--- src/rtl/fetch_ifid_stage.sv ---
// fetch_ifid_stage: PC register, instruction-memory request, branch/jump
// redirect and IF/ID pipeline register with saturating stall/flush counters.
`default_nettype none

module fetch_ifid_stage #(
  parameter logic [31:0] RESET_PC  = 32'h0000_0000,
  parameter logic [31:0] NOP_INSTR = 32'h0000_0000,
  parameter int          CNT_W     = 16
) (
  input  logic             clk,
  input  logic             rst_n,
  input  logic             hold,
  input  logic             branch_has_hazard,
  input  logic [1:0]       jump,
  input  logic [31:0]      jr_value_ID,
  output logic [31:0]      imem_addr,
  output logic             imem_req,
  input  logic             imem_ready,
  input  logic [31:0]      imem_rdata,
  output logic [31:0]      instr_ID,
  output logic [31:0]      pc4_ID,
  output logic             valid_ID,
  output logic [CNT_W-1:0] stall_cnt,
  output logic [CNT_W-1:0] flush_cnt
);

  localparam logic [1:0] JMP_NONE = 2'b00;
  localparam logic [1:0] JMP_J    = 2'b01;

  logic [31:0]      pc_q,    pc_d;
  logic [31:0]      instr_q, instr_d;
  logic [31:0]      pc4_q,   pc4_d;
  logic             valid_q, valid_d;
  logic [CNT_W-1:0] stall_q, stall_d;
  logic [CNT_W-1:0] flush_q, flush_d;

  logic [31:0] w_br_off;
  logic [31:0] w_target;
  logic [31:0] w_pc_plus4;

  assign w_br_off   = {{14{instr_q[15]}}, instr_q[15:0], 2'b00};
  assign w_pc_plus4 = pc_q + 32'd4;

  always_comb begin
    w_target = {jr_value_ID[31:2], 2'b00};
    case (jump)
      JMP_NONE: w_target = pc4_q + w_br_off;
      JMP_J:    w_target = {pc4_q[31:28], instr_q[25:0], 2'b00};
      default:  w_target = {jr_value_ID[31:2], 2'b00};
    endcase
  end

  // Hold beats redirect beats fetch; a redirect is only honoured when ID
  // holds a real instruction, so bubbles can never trigger one.
  always_comb begin
    pc_d    = pc_q;
    instr_d = instr_q;
    pc4_d   = pc4_q;
    valid_d = valid_q;
    stall_d = stall_q;
    flush_d = flush_q;
    if (hold) begin
      if (!(&stall_q)) stall_d = stall_q + 1'b1;
    end else if (branch_has_hazard && valid_q) begin
      pc_d    = w_target;
      instr_d = NOP_INSTR;
      valid_d = 1'b0;
      if (!(&flush_q)) flush_d = flush_q + 1'b1;
    end else if (imem_ready) begin
      pc_d    = w_pc_plus4;
      instr_d = imem_rdata;
      pc4_d   = w_pc_plus4;
      valid_d = 1'b1;
    end else begin
      instr_d = NOP_INSTR;
      valid_d = 1'b0;
    end
  end

  always_ff @(posedge clk or negedge rst_n) begin
    if (!rst_n) begin
      pc_q    <= RESET_PC;
      instr_q <= NOP_INSTR;
      pc4_q   <= 32'd0;
      valid_q <= 1'b0;
      stall_q <= '0;
      flush_q <= '0;
    end else begin
      pc_q    <= pc_d;
      instr_q <= instr_d;
      pc4_q   <= pc4_d;
      valid_q <= valid_d;
      stall_q <= stall_d;
      flush_q <= flush_d;
    end
  end

  assign imem_addr = pc_q;
  assign imem_req  = ~hold;
  assign instr_ID  = instr_q;
  assign pc4_ID    = pc4_q;
  assign valid_ID  = valid_q;
  assign stall_cnt = stall_q;
  assign flush_cnt = flush_q;

endmodule

`default_nettype wire

--- config.mk ---
export PLATFORM = sky130hd
export DESIGN_NAME = fetch_ifid_stage
export DESIGN_NICKNAME = d
export VERILOG_FILES = /design/src/rtl/fetch_ifid_stage.sv
export SDC_FILE = /design/constraint.sdc
export NUM_CORES = 1
export LEC_CHECK = 0
export BUFFER_PORTS_ARGS = -buffer_cell sky130_fd_sc_hd__buf_2
export CORE_MARGIN = 1.5
export CORE_UTILIZATION = 30
export DETAILED_ROUTE_END_ITERATION = 6
export GPL_TIMING_DRIVEN = 0
export PLACE_DENSITY = 0.57
export SKIP_CTS_REPAIR_TIMING = 1
export SLEW_MARGIN = 30
export SYNTH_ARGS = -nofsm -noshare
export SYNTH_HDL_FRONTEND = slang
export SYNTH_SLANG_ARGS = --single-unit
--- constraint.sdc ---
create_clock -name clk -period 6.9 [get_ports clk]
set_input_delay 0.345 -clock clk [delete_from_list [all_inputs] [get_ports clk]]
set_output_delay 0.345 -clock clk [all_outputs]
set_load 0.02 [all_outputs]
==> out/results.ini <==
[synthesis]
ys_seq_elements = 129
synth.largest_area_cell = dfrtp_1
postSynthAreaPerCell_sq_um = 8.82
syn_nets = 1004
synth_area_sq_um = 7940
ys_warn_count = 0
synth_cell_type_count = 66
synth_flop_cell = dfrtp_1
synthCells = 900
synth-edff-count = 0
synthTopCellsByArea = dfrtp_1, nand2_1, xnor2_1
synth_most_common_cell = dfrtp_1
ys_seq_area_frac = 0.407
async_reset_ff_frac = 1.00
yosysTopAreaCellShare = 0.407
ys_top_cells_by_count = dfrtp_1, nand2_1, a21oi_1, nor2_1, o21ai_0

[floorplanning]
die_h_um = 166
initial_core_util = 0.306
die_area_sq_um = 27500
pin_count = 201
core_sq_um = 26000
die_x_um = 166
rows = 59

[detailed_routing]
vias = 7944
viasPerCell = 5.41
remaining_drc_errors = 0
drt_iter0_drc = 599
drt_wl_total_um = 29200
wl_per_cell_um = 19.9
firstDrtPassIters = 4
postRouteAntennaNets = 0

[worst_setup_path]
crit_type = reg2reg
arrival_ps = 3660
cp-start-kind = flip-flop
cp.required_ps = 7180
worstPathMaxFanout = 4
reg2reg_setup_slack_ps = 3510
critPathCaptureType = flip-flop

[placement]
post-place-ws_ps = 3670
post_dp_cell_area_sq_um = 9380
dp.final_hpwl_um = 21600
globalplace.congestion = 0.874
io_buffers = 196

[timing]
hold_viol_final = 0
maxSlewViolCount = 0
setup_viol = 0
post-route-min-period_ps = 3390
tightest_slew_ps = 1090
maxSlewHeadroom = 0.270
rsz0062_at_grt = no
final_critical_path_setup_slack_ps = 3510
skew_ps = 10.4
fmaxAchievable_ghz = 0.295
min_period_over_period = 0.491
tns_ps = 0

[cells_and_area]
syn_to_final_growth_pct = 26.3
drive_above_1_share = 0.219
fill_cells = 2753
finalInstanceArea_sq_um = 10000
nets = 1221

[cts]
clk_pin_slew_ps = 60
h-tree-depth = 4
cts_tree = done
cts_buffers = 17
clockRootBuffer = clkbuf_16
clock-sinks = 129
clockBufferDepth = 2
insertion_delay_ps = 420

[global_route]
grt_pass1_wl_um = 44900
antenna_found_initial = 7
grt_pass1_vias = 7569
grt_usage = 0.213
grt_max_degree = 69
grt_overflow = 0

[pwr]
power.leakage_nw = 4.75
finalPower_w = 0.00346
powerDensity_nw_per_um2 = 345
ir_worst_vdd_v = 0.000179

[hold_path]
min_path_type = in2reg

[status]
status = completed

[job]
drv_cap = 0

[layout make-up]
cell class	count	area [sq um]	area share
diodes	4	10.0	0.000998
plain buffers	49	209	0.0208
clock buffers	21	470	0.0469
flip-flops and latches	129	3230	0.322
inverters	16	60.1	0.00599
well taps	335	419	0.0418
multi-input cells	706	4440	0.443
repair buffers	198	1030	0.103
clock inverters	10	158	0.0157
[cells by family after synthesis]
logic type / after synthesis / synth area share
and+or+nand+nor: 305 / 0.182
AOI/OAI and AO/OA: 278 / 0.224
DFF: 129 / 0.407
xor gates and xnor gates: 80 / 0.0882
buffers and inverters: 65 / 0.0339
adders and majority gates: 33 / 0.0529
muxes: 10 / 0.0129
[metal layers]
layer  part of all wire  wire (um)  track usage  vias up
met1               0.44      12900        0.286     3846
met4              0.021        625       0.0729        6
met2               0.46      13300        0.334      351
met3              0.079       2310       0.0514       45
met5             0.0014         40            0        -
li1                   -          -            -     3696
[path summary, 6_finish.rpt]
| kind | startpoint | to | cells after the start |
|---|---|---|---|
| max | instr_ID[0] | imem_addr[24] | 12 |
| min | imem_rdata[1] | instr_ID[1] | 3 |
| max reg2reg | instr_ID[0] | imem_addr[24] | 12 |
| min reg2reg | flush_cnt[10] | flush_cnt[10] | 1 |
| max in group asynchronous | rst_n | flush_cnt[5] | 3 |
| min in group asynchronous | rst_n | instr_ID[9] | 2 |
[worst max-delay path: stages (launching register included)]
cell and delay (ps):
dfrtp_1 390, ha_1 210, inv_1 60, fa_1 380, nor2b_1 230, o2111ai_1 240
a21oi_1 390, o311a_1 270, o21ai_0 170, o21ai_0 420, nand2_1 100, a32oi_1 270
a31oi_1 120
[power by group]
part / total [W] / internal [W] / switching (W)
clock network: 0.000990 / 0.000630 / 0.000360
registers: 0.00117 / 0.000926 / 0.000248
logic: 0.00129 / 0.000497 / 0.000798
total: 0.00346 / 0.00205 / 0.00141
[cell usage in the layout, fill, tap and decap left out, types with 18 or more instances in the layout]
cell        n
buf_2     197
dfrtp_1   129
nand2_1   113
nor2_1     75
a21oi_1    75
o21ai_0    72
xnor2_1    47
nand3_1    38
clkbuf_1   37
xor2_1     33
ha_1       32
a22o_1     30
and3_1     23
a21o_1     18
[registers in the layout (all words and copies together), names as in the netlist]
register	flops
flush_cnt	16
imem_addr	32
pc4_ID	32
valid_ID	1
stall_cnt	16
instr_ID	32
[through the flow]
step / hold WS, ps / std cells / util
6_report: 121 / 1468 / 0.386
5_1_grt: 112 / 1465 / 0.386
4_1_cts: -94.7 / 1463 / 0.385
3_5_place_dp: 356 / 1432 / 0.361
3_3_place_gp: 471 / 1431 / 0.359
2_1_floorplan: 49.4 / 900 / -
Power figures use the tool's default switching activity.
